File: config.mk
export PLATFORM = sky130hd
export DESIGN_NAME = ext_bus_arbiter
export DESIGN_NICKNAME = d
export VERILOG_FILES = /design/src/rtl/ext_bus_arbiter.sv
export SDC_FILE = /design/constraint.sdc
export NUM_CORES = 1
export LEC_CHECK = 0
export BUFFER_PORTS_ARGS = -buffer_cell sky130_fd_sc_hd__buf_4
export CORE_MARGIN = 2
export CORE_UTILIZATION = 50
export DETAILED_ROUTE_END_ITERATION = 8
export PLACE_DENSITY = 0.9
export SLEW_MARGIN = 20
export SYNTH_ARGS = -nofsm -noshare
export SYNTH_HDL_FRONTEND = slang
export SYNTH_SLANG_ARGS = --single-unit
export TNS_END_PERCENT = 50
File: constraint.sdc
create_clock -name clk -period 2.3 [get_ports clk]
set_clock_uncertainty 0.05 [all_clocks]
set_input_delay 0.23 -clock clk [delete_from_list [all_inputs] [get_ports clk]]
set_output_delay 0.23 -clock clk [all_outputs]
set_load 0.01 [all_outputs]
File: src/rtl/ext_bus_arbiter.sv
// Two-requester arbiter and sequencer for the AS2650 multiplexed external bus.
// Each granted request runs ADDR_HI -> ADDR_LO -> DATA (HOLD_CYCLES) -> END.
module ext_bus_arbiter #(
    parameter int unsigned HOLD_CYCLES = 1,
    parameter bit          PRIO_FIXED  = 1'b0
) (
    input  logic        clk,
    input  logic        rst_n,
    input  logic        req0_valid,
    output logic        req0_ready,
    input  logic [15:0] req0_addr,
    input  logic [7:0]  req0_wdata,
    input  logic        req0_we,
    input  logic [1:0]  req0_space,
    input  logic        req1_valid,
    output logic        req1_ready,
    input  logic [15:0] req1_addr,
    input  logic [7:0]  req1_wdata,
    input  logic        req1_we,
    input  logic [1:0]  req1_space,
    output logic        resp0_valid,
    output logic [7:0]  resp0_rdata,
    output logic        resp1_valid,
    output logic [7:0]  resp1_rdata,
    output logic [7:0]  bus_out,
    output logic        bus_oe,
    input  logic [7:0]  bus_in,
    output logic        le_hi,
    output logic        le_lo,
    output logic        oe_n,
    output logic        we_n,
    output logic        iod,
    output logic        ioc,
    output logic        busy
);

    localparam logic [3:0] HOLD_LOAD = 4'(HOLD_CYCLES - 1);

    typedef enum logic [2:0] {
        S_IDLE,
        S_ADDR_HI,
        S_ADDR_LO,
        S_DATA,
        S_END
    } state_t;

    state_t      state;
    logic [3:0]  hold_cnt;
    logic        last_served;   // 1 = req1 was served most recently
    logic        own;
    logic [7:0]  addr_lo_q;
    logic [7:0]  wdata_q;
    logic        we_q;

    logic        grant1;
    logic [15:0] sel_addr;
    logic [7:0]  sel_wdata;
    logic        sel_we;
    logic [1:0]  sel_space;

    always_comb begin
        if (req0_valid && req1_valid) grant1 = PRIO_FIXED ? 1'b0 : ~last_served;
        else                          grant1 = req1_valid;
        sel_addr  = grant1 ? req1_addr  : req0_addr;
        sel_wdata = grant1 ? req1_wdata : req0_wdata;
        sel_we    = grant1 ? req1_we    : req0_we;
        sel_space = grant1 ? req1_space : req0_space;
    end

    assign req0_ready = (state == S_IDLE) && req0_valid && !grant1;
    assign req1_ready = (state == S_IDLE) && req1_valid && grant1;
    assign busy       = (state != S_IDLE);

    always_ff @(posedge clk or negedge rst_n) begin
        if (!rst_n) begin
            state       <= S_IDLE;
            hold_cnt    <= '0;
            last_served <= 1'b1;
            own         <= 1'b0;
            addr_lo_q   <= '0;
            wdata_q     <= '0;
            we_q        <= 1'b0;
            bus_out     <= '0;
            bus_oe      <= 1'b0;
            le_hi       <= 1'b0;
            le_lo       <= 1'b0;
            oe_n        <= 1'b1;
            we_n        <= 1'b1;
            iod         <= 1'b0;
            ioc         <= 1'b0;
            resp0_valid <= 1'b0;
            resp1_valid <= 1'b0;
            resp0_rdata <= '0;
            resp1_rdata <= '0;
        end else begin
            resp0_valid <= 1'b0;
            resp1_valid <= 1'b0;
            case (state)
                S_IDLE: begin
                    if (req0_valid || req1_valid) begin
                        own         <= grant1;
                        last_served <= grant1;
                        addr_lo_q   <= sel_addr[7:0];
                        wdata_q     <= sel_wdata;
                        we_q        <= sel_we;
                        bus_out     <= sel_addr[15:8];
                        bus_oe      <= 1'b1;
                        le_hi       <= 1'b1;
                        iod         <= (sel_space == 2'b01);
                        ioc         <= (sel_space == 2'b10);
                        state       <= S_ADDR_HI;
                    end
                end
                S_ADDR_HI: begin
                    le_hi   <= 1'b0;
                    le_lo   <= 1'b1;
                    bus_out <= addr_lo_q;
                    state   <= S_ADDR_LO;
                end
                S_ADDR_LO: begin
                    le_lo    <= 1'b0;
                    hold_cnt <= HOLD_LOAD;
                    if (we_q) begin
                        bus_out <= wdata_q;
                        bus_oe  <= 1'b1;
                        we_n    <= 1'b0;
                    end else begin
                        bus_oe  <= 1'b0;
                        oe_n    <= 1'b0;
                    end
                    state <= S_DATA;
                end
                S_DATA: begin
                    if (hold_cnt == 4'd0) begin
                        oe_n <= 1'b1;
                        we_n <= 1'b1;
                        if (own) resp1_valid <= 1'b1;
                        else     resp0_valid <= 1'b1;
                        if (!we_q && own)  resp1_rdata <= bus_in;
                        if (!we_q && !own) resp0_rdata <= bus_in;
                        state <= S_END;
                    end else begin
                        hold_cnt <= hold_cnt - 4'd1;
                    end
                end
                S_END: begin
                    bus_out <= '0;
                    bus_oe  <= 1'b0;
                    iod     <= 1'b0;
                    ioc     <= 1'b0;
                    state   <= S_IDLE;
                end
                default: state <= S_IDLE;
            endcase
        end
    end

endmodule

==> metrics.txt, run 1 <==
syn avg cell area 11.38 sq um; layout cells sized above 1 0.4448; VDD IR-drop max 0.8386 mV; reg-to-reg setup timing slack 0.22 ns; Data arrival, critical path 2.24 ns; Hold Path Depth 2; H-tree levels 3; largest net degree at the start of global routing 60; element type at the critical path end flop; Fin Hold WS 0.04310 ns; first-pass GRT wire length 10780 microns; sequential-to-total area share from yosys stat 0.5202; Post CTS Setup Buffer Count 0; number of instances resized during post-cts repair 0; gr ovfl total 0; Fill cells 418; Post-synth ARST share 1.000; count of final setup violators 0; Worst Hold End last_served$_DFFE_PN1P_; Synth Cell Area 2845 sq um; Pwr per Cell Area 1306 nW/um^2; area of the multi-input gates 1279 sq um; Mapped Cells 250; Pleak 1.831 nW; most frequent cells in the layout buf_4, dfrtp_1, nor2_1; Sequential cell area 1480 sq um; Hold Violations, Final 0; Slew HR 0.5230; commonest non-fill, non-tap cell in the layout buf_4; gpl congestion 0.7630; outcome finished, final reports clean; Root Buffer clkbuf_8; CTS clk-pin slew, worst paths 0.06 ns; Post-synth EDFFs 0; WL/cell 15.18 microns; Slew Viols, Final 0; Worst setup SP type flop; CTS tree done; CP required 2.47 ns; Slew @ Worst Pin 0.7154 ns; reg2reg end resp0_rdata[4]$_DFFE_PN0P_; Sinks on Clock Net 59; unrepaired setup endpoints after global routing no; setup_tns 0 ns; # diodes 0; pre-CTS WS 0.2356 ns; min-delay worst type input pin to flop; DR vias 2295; DRC 0; hold path startpoint req0_valid; Die ar. 6310 sq um; initial antenna violation count 0; Num CTS Buffers 9; area grow syn2layout 36.94%; DRT Pass-1 Iters 5; kind of critical path flop to flop; final worst path period need 2.078 ns; die width 79.44 microns; die height 79.44 microns; Syn Nets 318; IO buf count 101; DRT iter0 DRCs 132; post-synthesis sequential element count 59; vias in the first global route 2295; synth unique cells 46; Worst Path Max Fanout 8; Max Cap Viol 0; f_max 481.2 MHz; Core ar. 5507 sq um; All-Layer GR Usage 0.2255; Ports 102; final worst setup slack 0.2219 ns; Initial Util 0.5167; DP HPWL 5037 microns; Period Utilization, post-route 0.9035; post-route ant nets 0; clock latency on the worst-skew pair 0.33 ns; vias per cell 5.288; Std-Cell Rows 27; Yosys warnings 0; dominant synthesized flop cell dfrtp_1; final net count 426; CTS Buffer Depth 2; r2r worst-path depth 6; Detailed Route WL 6588 microns; R2R Path Start hold_cnt[0]$_DFFE_PN0P_
==> where the power goes <==
| group | internal (mW) | switching, mW |
|---|---|---|
| Clock | 0.409 | 0.375 |
| Sequential | 1.54 | 0.356 |
| Combinational | 1.25 | 1.16 |
==> critical path, stage by stage (launching register included) <==
cell     delay, ns
dfrtp_1       0.41
inv_1         0.09
ha_1          0.16
nor3b_2       0.28
nand3_4       0.17
nor3_4        0.39
mux2_2        0.40
==> cells in the mapped netlist (2+ instances only) <==
cell type,instances,area [sq um]
o21ai_0,6,30.03
a21oi_1,21,105.1
nand2_1,8,30.03
mux2_1,2,22.52
nand2b_1,3,18.77
mux2_2,23,259.0
nor3_1,2,10.01
nand4_1,2,12.51
a22oi_1,7,52.55
nor2b_1,2,12.51
nand3_1,2,10.01
buf_4,2,15.01
inv_1,7,26.28
ha_1,2,25.02
nor3_4,2,32.53
buf_2,8,40.04
o22ai_1,8,50.05
clkbuf_1,3,11.26
xor2_1,2,17.52
and2_1,2,12.51
nor3b_2,2,25.02
dfrtp_1,56,1401
mux2i_1,26,260.3
dfstp_2,3,78.83
nor2_1,28,105.1
==> final cells by class <==
cell class                 instances  share of cell area
sequential                        59              0.3799
multi-input combinational        170              0.3282
timing repair buffer             111              0.2209
clock buffer                      12             0.03725
tap                               72             0.02312
inverter                           7            0.006744
clock inverter                     3            0.003854
==> stage by stage <==
stage	area, sq um	total power [mW]	utilization	instances
after floorplan	2845	3.334	-	250
after global placement	3726	4.204	0.6767	418
after detailed placement	3726	4.339	0.6767	418
after CTS	3896	5.142	0.7076	434
after global routing	3896	5.466	0.7076	434
final	3896	5.089	0.7076	434
==> worst max-delay path by stage <==
stage / startpoint / end / slack (ns) / cells past startpoint
2_1_floorplan: hold_cnt[0]$_DFFE_PN0P_ / resp1_rdata[0]$_DFFE_PN0P_ / 0.49 / 6
3_3_place_gp: hold_cnt[0]$_DFFE_PN0P_ / resp0_rdata[1]$_DFFE_PN0P_ / 0.34 / 6
3_5_place_dp: hold_cnt[1]$_DFFE_PN0P_ / resp0_rdata[4]$_DFFE_PN0P_ / 0.24 / 6
4_1_cts: hold_cnt[1]$_DFFE_PN0P_ / resp0_rdata[4]$_DFFE_PN0P_ / 0.23 / 6
5_1_grt: hold_cnt[0]$_DFFE_PN0P_ / resp0_rdata[4]$_DFFE_PN0P_ / 0.14 / 6
6_report: hold_cnt[0]$_DFFE_PN0P_ / resp0_rdata[4]$_DFFE_PN0P_ / 0.22 / 6
==> repair_timing <==
action | in CTS | in global routing
hold buffers | 1 | 0
endpoints found under the setup margin | 0 | 0
endpoints found under the hold margin | 56 | 0
==> per-layer routing <==
layer / track usage / up-vias / share of wire
li1: - / 1110 / -
met1: 0.2935 / 1094 / 0.41
met2: 0.3630 / 77 / 0.51
met3: 0.04186 / 14 / 0.047
met4: 0.1103 / 0 / 0.024
met5: 0 / - / 0
==> flip-flops by register name, summed over array words and instances (netlist names), 3 cells and up <==
register     cells
addr_lo_q        8
bus_out          8
resp0_rdata      8
resp1_rdata      8
wdata_q          8
hold_cnt         4
state            3
==> logic make-up (layout without fill, tap and decap cells) <==
family	count (synthesis)	count (layout)	synth area share
simple gates	61	61	0.1205
flops	59	59	0.5202
compound gates	53	53	0.1165
mux	51	51	0.1904
buf+inv	21	133	0.03430
xor+xnor	3	3	0.009237
fa+ha+maj	2	2	0.008794
Note: power is estimated with default switching activity, not from simulation.
==> run 2, diff against run 1 <==
--- a/config.mk
+++ b/config.mk
@@ -7,9 +7,10 @@
 export LEC_CHECK = 0
 export BUFFER_PORTS_ARGS = -buffer_cell sky130_fd_sc_hd__buf_4
 export CORE_MARGIN = 2
-export CORE_UTILIZATION = 50
+export CORE_UTILIZATION = 30
 export DETAILED_ROUTE_END_ITERATION = 8
-export PLACE_DENSITY = 0.9
+export MAX_ROUTING_LAYER = met4
+export PLACE_DENSITY = 0.63
 export SLEW_MARGIN = 20
 export SYNTH_ARGS = -nofsm -noshare
 export SYNTH_HDL_FRONTEND = slang
==> run 2 against run 1 <==
Via count is 2.1% lower. Utilization is 28 points lower. Register-to-register slack hardly changed. Cell count is 13% higher. Critical path depth is 1 lower. Combinational power is 3% lower. Non-clock buffer count is 2 lower. Flip-flop and latch count stayed put. Total power hardly changed. Critical endpoint is now req0_ready. Largest power group unchanged.
==> metrics.txt, run 2 (same netlist as run 1, synthesis figures left out) <==
final net count 424 (-0.47%); first-pass GRT wire length 11190 microns (+3.8%); Detailed Route WL 7033 microns (+6.8%); DP HPWL 5289 microns (+5.0%); switching share of power 0.3715 (about the same); Ports 102 (unchanged); number of instances resized during post-cts repair 0 (unchanged); element type at the critical path end primary output; Sinks on Clock Net 59 (unchanged); Post-Route Utilization 0.4278 (-0.2798); Pwr per Cell Area 1288 nW/um^2 (-1.4%); Initial Util 0.3079 (-0.2088); f_max 462.7 MHz (-3.9%); CP endpoint req0_ready; setup_tns 0 ns (unchanged); unrepaired setup endpoints after global routing no; Data arrival, critical path 1.88 ns (-0.36 ns); gpl congestion 0.8405 (+10%); Post CTS Setup Buffer Count 0 (unchanged); Fin Hold WS 0.04772 ns (+0.004626 ns); net switching power 1.892 mW (about the same); DRT iter0 DRCs 169 (+28%); die width 101.4 microns (+28%); VDD IR-drop max 0.4525 mV (-46%); hold_buf cts 1 (unchanged); Slew HR 0.5085 (-0.01450); kind of critical path flop to primary output; Sequential Power Share 0.377 (+0.004); commonest non-fill, non-tap cell in the layout buf_4; min-delay worst type input pin to flop; All-Layer GR Usage 0.1460 (-0.07950); vias in the first global route 2243 (-2.3%); reg2reg end resp0_rdata[5]$_DFFE_PN0P_; DR vias 2246 (-2.1%); CTS clk-pin slew, worst paths 0.06 ns (about the same); Worst setup SP type flop; Inst Count DP 473 (+13%); crit path launch state[0]$_DFFE_PN0P_; area grow syn2layout 38.92%; # diodes 0 (unchanged); Worst Path Max Fanout 18 (+10); Max Cap Viol 0 (unchanged); Core ar. 9240 sq um (+68%); Pleak 1.821 nW (-0.52%); WL/cell 14.35 microns (-5.4%); Sequential cell area 1480 sq um (unchanged); H-tree levels 3 (unchanged); final worst setup slack 0.1387 ns (-0.08324 ns); DRT Pass-1 Iters 4 (-1); IO buf count 101 (unchanged); area of the multi-input gates 1279 sq um (unchanged); clock latency on the worst-skew pair 0.33 ns (about the same); Final Non-Filler Cells 490 (+13%); count of final setup violators 0 (unchanged); Hold Violations, Final 0 (unchanged); Num CTS Buffers 9 (unchanged); combinational share of power 0.458 (-0.015); Root Buffer clkbuf_8; CTS tree done; Slew Viols, Final 0 (unchanged); R2R Path Start hold_cnt[1]$_DFFE_PN0P_; post-route ant nets 0 (unchanged); Die ar. 10280 sq um (+63%); most frequent cells in the layout buf_4, dfrtp_1, nor2_1; Slew @ Worst Pin 0.7372 ns (+0.02176 ns); die height 101.4 microns (+28%); clock power share 0.165 (+0.011); r2r worst-path depth 6 (unchanged); reg-to-reg setup timing slack 0.21 ns (about the same); Fill cells 933 (+120%); DRC 0 (unchanged); largest net degree at the start of global routing 60 (unchanged); Std-Cell Rows 35 (+30%); layout cells sized above 1 0.4404 (-0.004308); gr ovfl total 0 (unchanged); CP required 2.02 ns (-0.45 ns); cell-internal power 3.201 mW (about the same); CTS Buffer Depth 2 (unchanged); Period Utilization, post-route 0.9397 (+0.03619); vias per cell 4.584 (-13%); pre-CTS WS 0.2176 ns (-0.01803 ns); initial antenna violation count 0 (unchanged); final worst path period need 2.161 ns (+0.08324 ns); outcome finished, final reports clean
## run 2: changes by cell type in the layout (fill, tap and decap cells not counted), sizes merged
cell,previous run,this run
buf,110,108
clkbuf,12,14
clkinv,3,2
## run 2: per-stage QoR
| stage | instance area [sq um] | total power [mW] |
|---|---|---|
| 2_1_floorplan | 2845 | 3.334 |
| 3_3_place_gp | 3770 | 4.229 |
| 3_5_place_dp | 3770 | 4.295 |
| 4_1_cts | 3953 | 5.140 |
| 5_1_grt | 3953 | 5.475 |
| 6_report | 3953 | 5.093 |
## run 2: worst min path at each step
stage / start / to / slack [ns] / depth (start not counted)
floorplan: rst_n / addr_lo_q[0]$_DFFE_PN0P_ / -0.12 / 0
global placement: rst_n / resp0_rdata[2]$_DFFE_PN0P_ / 0.29 / 1
detailed placement: rst_n / resp1_rdata[2]$_DFFE_PN0P_ / 0.29 / 1
CTS: req0_valid / last_served$_DFFE_PN1P_ / 0.04 / 2
global route: req0_valid / last_served$_DFFE_PN1P_ / 0.05 / 2
finish: req0_valid / last_served$_DFFE_PN1P_ / 0.05 / 2
## run 2: area by class of cell
cell class                 count  area share
multi-input combinational    170      0.3235
tap                          129     0.04084
timing repair buffer         109      0.2108
inverter                       7    0.006648
sequential                    59      0.3745
clock inverter                 2    0.002532
clock buffer                  14     0.04115
## run 2: power by group through the flow
stage | clock (mW) | combinational (mW) | sequential (mW)
3_3_place_gp | 0 | 2.30 | 1.93
3_5_place_dp | 0 | 2.36 | 1.94
2_1_floorplan | 0 | 1.41 | 1.92
6_report | 0.840 | 2.33 | 1.92
5_1_grt | 0.918 | 2.57 | 1.98
4_1_cts | 0.854 | 2.36 | 1.92
## run 2: layer usage
metal	up-vias	routed length (microns)	global-route usage
met5	-	0	-
met4	0	93	0.06757
met3	7	251	0.02830
met2	51	3432	0.2104
met1	1079	3255	0.1983
li1	1109	-	-
## run 2: worst max-delay path: stages, from the launching register on
cell     delay [ns]
dfrtp_1        0.61
nor3_2         0.48
buf_4          0.20
nand2_1        0.05
nor2_1         0.09
buf_4          0.13
==> run 3, diff against run 2 <==
--- a/config.mk
+++ b/config.mk
@@ -6,11 +6,13 @@
 export NUM_CORES = 1
 export LEC_CHECK = 0
 export BUFFER_PORTS_ARGS = -buffer_cell sky130_fd_sc_hd__buf_4
+export CELL_PAD_IN_SITES_DETAIL_PLACEMENT = 1
+export CELL_PAD_IN_SITES_GLOBAL_PLACEMENT = 2
 export CORE_MARGIN = 2
 export CORE_UTILIZATION = 30
 export DETAILED_ROUTE_END_ITERATION = 8
 export MAX_ROUTING_LAYER = met4
-export PLACE_DENSITY = 0.63
+export PLACE_DENSITY = 0.88
 export SLEW_MARGIN = 20
 export SYNTH_ARGS = -nofsm -noshare
 export SYNTH_HDL_FRONTEND = slang
==> run 3 against run 2 <==
Die area did not move. Combinational power rose by 3%. Sequential share of layout area fell by 0.55 points. Sequential power barely moved. Cell area rose by 1.5%. Register-to-register slack barely moved. Critical endpoint is now resp0_rdata[3]$_DFFE_PN0P_. Routed wire length rose by 8.0%. Highest routed layer unchanged. Non-clock buffer count fell by 1. Flip-flop and latch count did not move. Critical path depth rose by 1. Setup slack improved by 0.069 ns. Utilization rose by 0.64 points.
==> metrics.txt, run 3 (same netlist as run 1, synthesis figures left out) <==
Design Power 5.357 mW (+5.2%); Sinks on Clock Net 59 (unchanged); Worst setup SP type flop; Std-Cell Rows 35 (unchanged); WL/cell 15.54 microns (+8.3%); crit path cell chain inv_1 -> ha_1 -> nor3b_2 -> nand3_4 -> nor3_4 -> mux2_2; Core ar. 9240 sq um (unchanged); post-route ant nets 0 (unchanged); DRC 0 (unchanged); Initial Util 0.3079 (unchanged); f_max 477.8 MHz (+3.3%); reg-to-reg setup timing slack 0.21 ns (about the same); Hold Violations, Final 0 (unchanged); Slew HR 0.4896 (-0.01892); Worst Hold End last_served$_DFFE_PN1P_; DRT Pass-1 Iters 4 (unchanged); gr ovfl total 0 (unchanged); DRT iter0 DRCs 75 (-56%); vias per cell 4.675 (+2.0%); unrepaired setup endpoints after global routing no; area grow syn2layout 40.99%; CTS tree done; Detailed Route WL 7599 microns (+8.0%); reg2reg end resp0_rdata[3]$_DFFE_PN0P_; layout cells sized above 1 0.4472 (+0.006779); Period Utilization, post-route 0.9099 (-0.02979); Worst Path Max Fanout 8 (-10); Pleak 1.839 nW (+0.96%); IO buf count 101 (unchanged); first-pass GRT wire length 12290 microns (+9.8%); Ports 102 (unchanged); DR vias 2286 (+1.8%); Max stage delay on crit path 0.42 ns (-0.19 ns); element type at the critical path end flop; die height 101.4 microns (unchanged); final net count 423 (-0.24%); commonest non-fill, non-tap cell in the layout buf_4; All-Layer GR Usage 0.1597 (+0.01372); count of final setup violators 0 (unchanged); kind of critical path flop to flop; CP required 2.46 ns (+0.44 ns); Slew @ Worst Pin 0.7656 ns (+0.02838 ns); Hold Path Depth 2 (unchanged); initial antenna violation count 0 (unchanged); hold_buf cts 1 (unchanged); final worst path period need 2.093 ns (-0.06851 ns); Root Buffer clkbuf_8; most frequent cells in the layout buf_4, dfrtp_1, nor2_1; r2r worst-path depth 6 (unchanged); gpl congestion 0.8285 (-1.4%); H-tree levels 3 (unchanged); CTS Buffer Depth 2 (unchanged); Pwr per Cell Area 1335 nW/um^2 (+3.6%); clock latency on the worst-skew pair 0.33 ns (about the same); Data arrival, critical path 2.25 ns (+0.37 ns); hold path startpoint req0_valid; Post CTS Setup Buffer Count 0 (unchanged); # diodes 0 (unchanged); Die ar. 10280 sq um (unchanged); Num CTS Buffers 9 (unchanged); Slew Viols, Final 0 (unchanged); vias in the first global route 2385 (+6.3%); VDD IR-drop max 0.4313 mV (-4.7%); DP HPWL 5643 microns (+6.7%); setup_tns 0 ns (unchanged); CP max stage cell nor3_4; largest net degree at the start of global routing 60 (unchanged); outcome finished, final reports clean; die width 101.4 microns (unchanged); CTS clk-pin slew, worst paths 0.07 ns (about the same); number of instances resized during post-cts repair 0 (unchanged); min-delay worst type input pin to flop; R2R Path Start hold_cnt[0]$_DFFE_PN0P_; Max Cap Viol 0 (unchanged)
[run 3: how the worst max path moves through the flow]
stage	start	end
floorplan	hold_cnt[0]$_DFFE_PN0P_	resp1_rdata[0]$_DFFE_PN0P_
global placement	hold_cnt[0]$_DFFE_PN0P_	resp0_rdata[0]$_DFFE_PN0P_
detailed placement	hold_cnt[0]$_DFFE_PN0P_	resp0_rdata[3]$_DFFE_PN0P_
CTS	hold_cnt[0]$_DFFE_PN0P_	resp0_rdata[3]$_DFFE_PN0P_
global route	hold_cnt[0]$_DFFE_PN0P_	resp0_rdata[3]$_DFFE_PN0P_
finish	hold_cnt[0]$_DFFE_PN0P_	resp0_rdata[3]$_DFFE_PN0P_
[run 3: area by class of cell]
| cell class | count | area, sq um |
|---|---|---|
| Clock inverter | 7 | 102.6 |
| Inverter | 7 | 26.28 |
| Timing Repair Buffer | 108 | 838.3 |
| Fill cell | 1034 | 5229 |
| Tap cell | 129 | 161.4 |
| Clock buffer | 9 | 123.9 |
| Sequential cell | 59 | 1480 |
| Multi-Input combinational cell | 170 | 1279 |
[run 3: stage by stage]
stage	std cells	hold slack, ns	area [sq um]	utilization	worst slack (ns)
5_1_grt	489	0.04177	4011	0.4341	0.08260
6_report	489	0.04839	4011	0.4341	0.2072
3_3_place_gp	472	0.3020	3775	0.4085	0.3212
3_5_place_dp	472	0.3072	3775	0.4085	0.2076
4_1_cts	489	0.04019	4011	0.4341	0.1755
2_1_floorplan	250	-0.1156	2845	-	0.4924
[run 3: worst max-delay path, delay by kind of cell (launching register included)]
kind | cells | cell delay (ns)
fa+ha+maj | 1 | 0.16
buf+inv | 1 | 0.10
flops | 1 | 0.41
mux | 1 | 0.40
simple gates | 3 | 0.86
[run 3: power by group]
group	switching, mW	internal, mW	leakage (nW)
combinational	1.16	1.23	1.03
clock	0.434	0.617	0.110
sequential	0.381	1.54	0.696
[run 3: routing by layer]
metal / global-route usage / routed length, microns / up-vias
met3: 0.04072 / 272 / 10
met4: 0.04054 / 78 / 0
met5: - / 0 / -
met1: 0.2000 / 3337 / 1126
li1: - / - / 1103
met2: 0.2588 / 3911 / 47
